--- src/rtl/diag_pkg.sv ---
// Shared types and diagonal geometry helpers for the diagonal matrix builder.
package diag_pkg;

    typedef enum logic [1:0] {
        IDLE,
        LOAD,
        BCAST,
        DONE
    } state_t;

    typedef struct packed {
        int r0;
        int c0;
        int len;
    } geom_t;

    function automatic geom_t diag_geom_calc(int k, int rows, int cols);
        geom_t g;
        g.r0  = (k < 0) ? -k : 0;
        g.c0  = (k > 0) ? k : 0;
        g.len = ((rows - g.r0) < (cols - g.c0)) ? (rows - g.r0) : (cols - g.c0);
        return g;
    endfunction

    function automatic logic k_legal(int k, int rows, int cols);
        return (k >= -(rows - 1)) && (k <= (cols - 1));
    endfunction

endpackage

--- src/rtl/diag_geom.sv ---
// Start cell, last index and legality of the diagonal selected by offset.
module diag_geom
    import diag_pkg::*;
#(
    parameter int ROWS  = 8,
    parameter int COLS  = 8,
    parameter int OFF_W = 4,
    parameter int IW    = 3
) (
    input  logic signed [OFF_W-1:0] offset,
    output logic        [IW-1:0]    r0,
    output logic        [IW-1:0]    c0,
    output logic        [IW-1:0]    last,
    output logic                    legal
);

    geom_t g;
    int    k;
    int    last_i;
    logic  unused_bits;

    // last = L-1 so a full-length diagonal still fits the index width
    always_comb begin
        k           = int'(offset);
        g           = diag_geom_calc(k, ROWS, COLS);
        last_i      = g.len - 1;
        legal       = k_legal(k, ROWS, COLS);
        r0          = g.r0[IW-1:0];
        c0          = g.c0[IW-1:0];
        last        = last_i[IW-1:0];
        unused_bits = ^{g.r0[31:IW], g.c0[31:IW], last_i[31:IW], g.len[IW-1:0]};
    end

endmodule

--- src/rtl/diag_matrix_builder.sv ---
// Registered ROWS x COLS matrix: fill everywhere, one diagonal loaded
// from a valid/ready stream (per element or broadcast).
module diag_matrix_builder
    import diag_pkg::*;
#(
    parameter int   BIT_WIDTH = 4,
    parameter int   ROWS      = 8,
    parameter int   COLS      = 8,
    localparam int  MAXD      = (ROWS > COLS) ? ROWS : COLS,
    localparam int  IW        = (MAXD > 1) ? $clog2(MAXD) : 1,
    localparam int  OFF_W     = $clog2(MAXD) + 1
) (
    input  logic                        clk,
    input  logic                        rst,
    input  logic                        start,
    input  logic signed [OFF_W-1:0]     offset,
    input  logic                        mode,
    input  logic        [BIT_WIDTH-1:0] fill,
    input  logic        [BIT_WIDTH-1:0] in_data,
    input  logic                        in_valid,
    output logic                        in_ready,
    output logic        [BIT_WIDTH-1:0] out [ROWS][COLS],
    output logic                        out_valid,
    input  logic                        out_ready,
    output logic                        busy,
    output logic                        err
);

    state_t          state;
    state_t          state_n;
    logic [IW-1:0]   g_r0;
    logic [IW-1:0]   g_c0;
    logic [IW-1:0]   g_last;
    logic            g_legal;
    logic [IW-1:0]   r0_q;
    logic [IW-1:0]   c0_q;
    logic [IW-1:0]   last_q;
    logic [IW-1:0]   idx;

    diag_geom #(
        .ROWS  (ROWS),
        .COLS  (COLS),
        .OFF_W (OFF_W),
        .IW    (IW)
    ) u_geom (
        .offset (offset),
        .r0     (g_r0),
        .c0     (g_c0),
        .last   (g_last),
        .legal  (g_legal)
    );

    always_ff @(posedge clk or posedge rst) begin
        if (rst) begin
            state <= IDLE;
        end else begin
            state <= state_n;
        end
    end

    always_comb begin
        state_n = state;
        unique case (state)
            IDLE:    if (start && g_legal) state_n = mode ? BCAST : LOAD;
            LOAD:    if (in_valid && (idx == last_q)) state_n = DONE;
            BCAST:   if (in_valid) state_n = DONE;
            DONE:    if (out_ready) state_n = IDLE;
            default: state_n = IDLE;
        endcase
    end

    always_comb begin
        in_ready  = (state == LOAD) || (state == BCAST);
        out_valid = (state == DONE);
        busy      = (state != IDLE);
    end

    always_ff @(posedge clk or posedge rst) begin
        if (rst) begin
            for (int r = 0; r < ROWS; r++) begin
                for (int c = 0; c < COLS; c++) begin
                    out[r][c] <= '0;
                end
            end
            r0_q   <= '0;
            c0_q   <= '0;
            last_q <= '0;
            idx    <= '0;
            err    <= 1'b0;
        end else begin
            err <= 1'b0;
            unique case (state)
                IDLE: begin
                    if (start && g_legal) begin
                        for (int r = 0; r < ROWS; r++) begin
                            for (int c = 0; c < COLS; c++) begin
                                out[r][c] <= fill;
                            end
                        end
                        r0_q   <= g_r0;
                        c0_q   <= g_c0;
                        last_q <= g_last;
                        idx    <= '0;
                    end else if (start) begin
                        err <= 1'b1;
                    end
                end
                LOAD: begin
                    if (in_valid) begin
                        for (int r = 0; r < ROWS; r++) begin
                            for (int c = 0; c < COLS; c++) begin
                                if ((IW'(r) == r0_q + idx) && (IW'(c) == c0_q + idx)) begin
                                    out[r][c] <= in_data;
                                end
                            end
                        end
                        idx <= idx + 1'b1;
                    end
                end
                BCAST: begin
                    // every in-bounds cell on the diagonal belongs to it
                    if (in_valid) begin
                        for (int r = 0; r < ROWS; r++) begin
                            for (int c = 0; c < COLS; c++) begin
                                if ((IW'(r) >= r0_q) && (IW'(c) >= c0_q) &&
                                    ((IW'(r) - r0_q) == (IW'(c) - c0_q))) begin
                                    out[r][c] <= in_data;
                                end
                            end
                        end
                    end
                end
                default: ;
            endcase
        end
    end

endmodule

--- config.mk ---
export PLATFORM = sky130hd
export DESIGN_NAME = diag_matrix_builder
export DESIGN_NICKNAME = d
export VERILOG_FILES = /design/src/rtl/diag_pkg.sv /design/src/rtl/diag_geom.sv /design/src/rtl/diag_matrix_builder.sv
export SDC_FILE = /design/constraint.sdc
export NUM_CORES = 1
export LEC_CHECK = 0
export CORE_ASPECT_RATIO = 1.25
export CORE_MARGIN = 2
export CORE_UTILIZATION = 47
export DETAILED_ROUTE_END_ITERATION = 10
export PLACE_DENSITY = 0.85
export SYNTH_ARGS = -nofsm -noshare
export SYNTH_HDL_FRONTEND = slang
export SYNTH_HIERARCHICAL = 1
export SYNTH_SLANG_ARGS = --single-unit
--- constraint.sdc ---
create_clock -name clk -period 8 [get_ports clk]
set_clock_uncertainty 0.1 [all_clocks]
set_input_delay 1.2 -clock clk [delete_from_list [all_inputs] [get_ports clk]]
set_output_delay 1.2 -clock clk [all_outputs]
set_load 0.01 [all_outputs]
==> results of run 1 <==
-- cell families (layout without fill, tap and decap cells) --
logic type,Yosys count,in the layout
AND/OR/NAND/NOR,263,263
multiplexers,51,51
AO/OA/AOI/OAI,393,393
other,1,10
buffers and inverters,118,365
adder cells (fa/ha/maj),45,45
XOR/XNOR,50,50
flip-flops,271,271
-- metrics by stage --
stage          util, %  cell area, µm²  hold WS (ns)  cells
2_1_floorplan        -           13900         0.401   1201
3_5_place_dp      57.7           16800         0.376   1798
6_report          60.7           17700         0.386   1844
4_1_cts           60.7           17700         0.390   1844
3_3_place_gp      57.7           16800         0.368   1798
5_1_grt           60.7           17700         0.400   1844
-- area by class of cell --
| class | count | area, µm² |
|---|---|---|
| Fill cell | 2282 | 11500 |
| Sequential cell | 271 | 6780 |
| Multi-Input combinational cell | 812 | 6560 |
| Timing Repair Buffer | 289 | 2880 |
| Clock buffer | 38 | 767 |
| Tap cell | 396 | 495 |
| Inverter | 30 | 116 |
| Clock inverter | 8 | 100 |
-- per-layer routing --
metal	vias up	part of all wire, %	global-route usage, %
met1	5838	39	35.0
met4	0	4.9	11.7
met3	114	5.5	2.86
li1	5027	-	-
met2	444	51	49.3
met5	-	0	0
-- critical path, cell delays in order --
cell	delay, ns
clkdlybuf4s50_1	0.61
inv_1	0.11
ha_1	0.39
a211o_1	0.37
ha_1	0.20
xnor2_1	0.26
ha_1	0.29
a21oi_1	0.14
o21ai_0	0.11
a211oi_1	0.30
o21bai_1	0.14
a21boi_0	0.15
o21ai_0	0.14
ha_1	0.26
or4_1	0.53
nand3_1	0.09
mux2_2	0.14
-- registers in the layout, summed over array words and instances, names as in the netlist --
signal,count
last_q,3
idx,3
err,1
state,2
c0_q,3
out,256
r0_q,3
-- cell usage after synthesis (3+ instances only) --
cell type	count
dfrtp_1	271
o22a_1	172
nand2_1	54
mux2_2	49
nor2_1	48
a2bb2oi_1	44
ha_1	43
clkbuf_1	37
nand3_1	36
nand4_1	36
inv_1	30
a21oi_1	27
a22o_1	27
buf_2	26
xnor2_1	25
a221oi_2	23
o21ai_0	22
nor2b_1	21
buf_6	19
o31ai_1	16
xor2_1	16
and2_1	13
and3_1	13
nor3_1	11
a22oi_1	8
nand2b_1	6
o211ai_1	6
nand4b_1	5
a31oi_1	4
buf_1	4
o41ai_1	4
or2_1	4
a211oi_1	3
a21o_1	3
a2bb2oi_2	3
nor4_1	3
o2111ai_1	3
o2bb2ai_1	3
xnor3_2	3
-- worst max-delay path by stage --
stage / start / to / slack (ns) / cells past startpoint
after floorplan: rst / c0_q[0] / 3.12 / 1
after global placement: offset[0] / last_q[2] / 2.45 / 17
after detailed placement: offset[0] / last_q[2] / 2.38 / 17
after CTS: offset[0] / last_q[2] / 2.93 / 17
after global routing: offset[0] / last_q[2] / 2.55 / 17
final: offset[0] / last_q[2] / 2.94 / 17
==> out/metrics.cfg, run 1 <==
[timing]
rsz0062_at_grt = false
worst_pin_slew_ns = 1.26
max_freq_mhz = 198
drv_slew = 0
finalCriticalPeriod_ns = 5.06
finalSetupTns_ns = 0
period_share_pct = 63.3
hold_viol_final = 0
layout_setup_ws_ns = 2.94
maxSlewHeadroom_pct = 16.0
timing.final.setup_violations = 0

[placement]
io_buffer_count = 277
routabilityCongestion = 0.983
hpwl_um = 31800
dp_slack_ns = 2.38

[routing]
avgViaCountPerCell = 6.19
first_pass_iters = 7
drtAntennaViolNets = 0
num_vias = 11400
wl_per_cell_um = 23.8
drtIter0Drc = 970
wl_um = 44000
drc = 0

[floorplanning]
initial_core_util_pct = 47.7
rows = 70
core_mm2 = 0.0292
pin_count = 278
die_area_mm2 = 0.0310
fp.dieW_um = 158
dieHeight_um = 196

[logic_synthesis]
synth_enable_flop_cells = 0
yosysSeqAreaShare_pct = 48.7
yosys_warnings = 6
synth_area_leaders = dfrtp_1 49%, o22a_1 11%, mux2_2 4.0%, ha_1 3.9%, a2bb2oi_1 2.8%
synth-xor-area-share_pct = 4.15
yosys.area.top_type = dfrtp_1
synth_cell_types = 76
synth_fa_ha_area_share_pct = 4.16
ys.flop_type = dfrtp_1
avgSynthCellArea_um2 = 11.7
synth-simple-area-share_pct = 9.93
synth_compound_area_share_pct = 24.4
ys_seq_elements = 271
synth_top_area_share_pct = 48.7
synth_top_family_by_area = compound AO/OA/AOI/OAI gates
synthMuxAreaShare_pct = 4.11
ys_async_sr_fraction_pct = 100
netlist_area_mm2 = 0.0139
syn-instance-count = 1192

[worst_setup_path]
cp-start-kind = input pin
rrSetupSlack_ns = 3.92
r2r_start = state[1]
required_ns = 8.37
path_class = input pin to register
r2r-end = out[187]
cp_max_fo = 15
arrival_ns = 5.44
reg2reg_depth = 8
cp-end-kind = register

[global_routing]
grt_overflow = 0
grt_usage_pct = 28.0
antenna_found_initial = 0
grt_max_degree = 163
grt_pass1_wl_um = 67000
grt_pass1_vias = 11300

[final_layout]
drive_above_1_share_pct = 10.6
syn2layout_area_growth_pct = 27.2
final_common_cell = clkdlybuf4s50_1
finalNetCount = 1493
layout_common_cells = 277 x clkdlybuf4s50_1, 271 x dfrtp_1, 172 x o22a_1
n_antenna_cell = 0

[cts]
clockBufferDepth = 3
postCtsSetupBuffers = 0
cts_hold_buffers = 0
htree_levels = 1
cts_root_buf = clkbuf_16
cts.reportedPaths.clkPinSlew_ns = 0.06
clkLatencyLatePin_ns = 0.53
tritoncts = built
cts.sinks = 271
cts_resized = 0
cts_buffers = 26

[run]
cap_violations = 0

[min_path]
holdPathStages = 1
hold_end = out[47]
hold_class = register to register
min_from = out[47]

[outcome]
status = completed

Power of run 1 is left out: the tool's default activity adds up to more than one toggle a clock period on the data nets, which glitch-free logic cannot reach.
==> inputs of run 2 (changes only) <==
--- a/config.mk
+++ b/config.mk
@@ -7,9 +7,9 @@
 export LEC_CHECK = 0
 export CORE_ASPECT_RATIO = 1.25
 export CORE_MARGIN = 2
-export CORE_UTILIZATION = 47
+export CORE_UTILIZATION = 52
 export DETAILED_ROUTE_END_ITERATION = 10
-export PLACE_DENSITY = 0.85
+export PLACE_DENSITY = 0.88
 export SYNTH_ARGS = -nofsm -noshare
 export SYNTH_HDL_FRONTEND = slang
 export SYNTH_HIERARCHICAL = 1
==> constraint.sdc (replaced) <==
create_clock -name clk -period 4.7 [get_ports clk]
set_clock_uncertainty 0.1 [all_clocks]
set_input_delay 0.705 -clock clk [delete_from_list [all_inputs] [get_ports clk]]
set_output_delay 0.705 -clock clk [all_outputs]
set_load 0.01 [all_outputs]
==> run 2 against run 1 <==
  * Non-clock buffer count rose by 17
  * First-iteration DRC count is 5.4% lower
  * Cell count down 2.3%
  * Sequential share of layout area is 0.073 points lower
  * Critical endpoint unchanged
==> out/metrics.cfg, run 2 (synthesized netlist as in run 1, its figures left out) <==
[floorplanning]
pin_count = 278
dieHeight_um = 187
die_area_mm2 = 0.0281
initial_core_util_pct = 53.1
rows = 66
core_mm2 = 0.0262
fp.dieW_um = 150

[routing]
avgViaCountPerCell = 6.49
drc = 0
drtAntennaViolNets = 0
wl_um = 43500
drtIter0Drc = 918
first_pass_iters = 5
num_vias = 11700
wl_per_cell_um = 24.1

[final_layout]
drive_above_1_share_pct = 11.8
syn2layout_area_growth_pct = 27.4
layout_common_cells = 277 x clkdlybuf4s50_1, 271 x dfrtp_1, 172 x o22a_1
finalNetCount = 1509
largest-register = out
fin_util_pct = 67.7
largest_reg_flops = 256
final_common_cell = clkdlybuf4s50_1
n_antenna_cell = 0
fin_area_mm2 = 0.0177

[worst_setup_path]
cp_slowest_cell = or4_1
cp_cell_sequence = clkdlybuf4s50_1 > inv_1 > ha_1 > nand2_1 > ha_1 > buf_12 > a21oi_1 > ha_1 > a21oi_1 > o221a_2 > nand3_1 > o21bai_1 > a21boi_0 > o21ai_0 > ha_1 > or4_1 > nand3_1 > mux2_2
cp-start-kind = input pin
cp_max_fo = 11
cp-end-kind = register
crit_top_cell = ha_1
arrival_ns = 4.48
path_class = input pin to register
required_ns = 5.05
max_stage_delay_ns = 0.53

[global_routing]
antenna_found_initial = 0
met1_usage_pct = 37.0
gr-usage-met2_pct = 51.9
use_met3_pct = 3.98
grt_busiest_layer = met2
grt_usage_pct = 30.5
grt_overflow = 0
grt_pass1_vias = 11600
grt_pass1_wl_um = 67000
grt_max_degree = 148

[timing]
drv_slew = 0
max_freq_mhz = 242
rsz0062_at_grt = false
maxSlewHeadroom_pct = 18.2
hold_viol_final = 0
finalCriticalPeriod_ns = 4.13
timing.final.setup_violations = 0
finalSetupTns_ns = 0
period_share_pct = 87.8
worst_pin_slew_ns = 1.22

[cts]
cts.sinks = 271
cts_hold_buffers = 0
htree_levels = 1
clkLatencyLatePin_ns = 0.51
cts_resized = 0
cts_root_buf = clkbuf_16
cts.reportedPaths.clkPinSlew_ns = 0.06
postCtsSetupBuffers = 0
cts_buffers = 25
clockBufferDepth = 3
tritoncts = built

[outcome]
status = completed

[run]
cap_violations = 0

[placement]
routabilityCongestion = 1.03
io_buffer_count = 277
dpl_cell_area_mm2 = 0.0169
hpwl_um = 31600

[min_path]
hold_class = input pin to async pin

## run 2: per-stage QoR
| step | std cells | hold WS (ns) | setup slack (ns) |
|---|---|---|---|
| floorplan | 1201 | 0.401 | 0.314 |
| global placement | 1759 | 0.370 | 0.134 |
| detailed placement | 1759 | 0.376 | 0.00225 |
| CTS | 1802 | 0.359 | 0.539 |
| global route | 1802 | 0.372 | 0.224 |
| finish | 1802 | 0.366 | 0.573 |
## run 2: final cells by class
| cell class | count | area (µm²) |
|---|---|---|
| clock buffer | 31 | 698 |
| clock inverter | 12 | 120 |
| fill | 1887 | 8450 |
| inverter | 30 | 116 |
| multi-input combinational | 812 | 6560 |
| sequential | 271 | 6780 |
| tap | 340 | 425 |
| timing repair buffer | 306 | 3030 |
## run 2: routing by layer
layer / up-vias / part of all wire (%)
li1: 5085 / -
met1: 5893 / 37
met2: 564 / 51
met3: 159 / 6.1
met4: 0 / 6.5
met5: - / 0
## run 2: final timing paths
check / from / to / slack, ns / cells after the start
worst max-delay path: offset[0] / last_q[2] / 0.57 / 18
worst min-delay path: rst / out[118] / 0.37 / 2
worst max register to register: r0_q[0] / out[114] / 0.93 / 8
worst min register to register: out[60] / out[60] / 0.39 / 1
max in group asynchronous: rst / out[43] / 3.10 / 3
min in group clk: out[60] / out[60] / 0.39 / 1
## run 2: critical path, delay by kind of cell
kind,cells,cell delay [ns]
AOI/OAI and AO/OA,6,1.02
muxes,1,0.14
and+or+nand+nor,4,0.78
adders and majority gates,4,1.12
buffers and inverters,3,0.69
Power of run 2 is left out for the same reason.
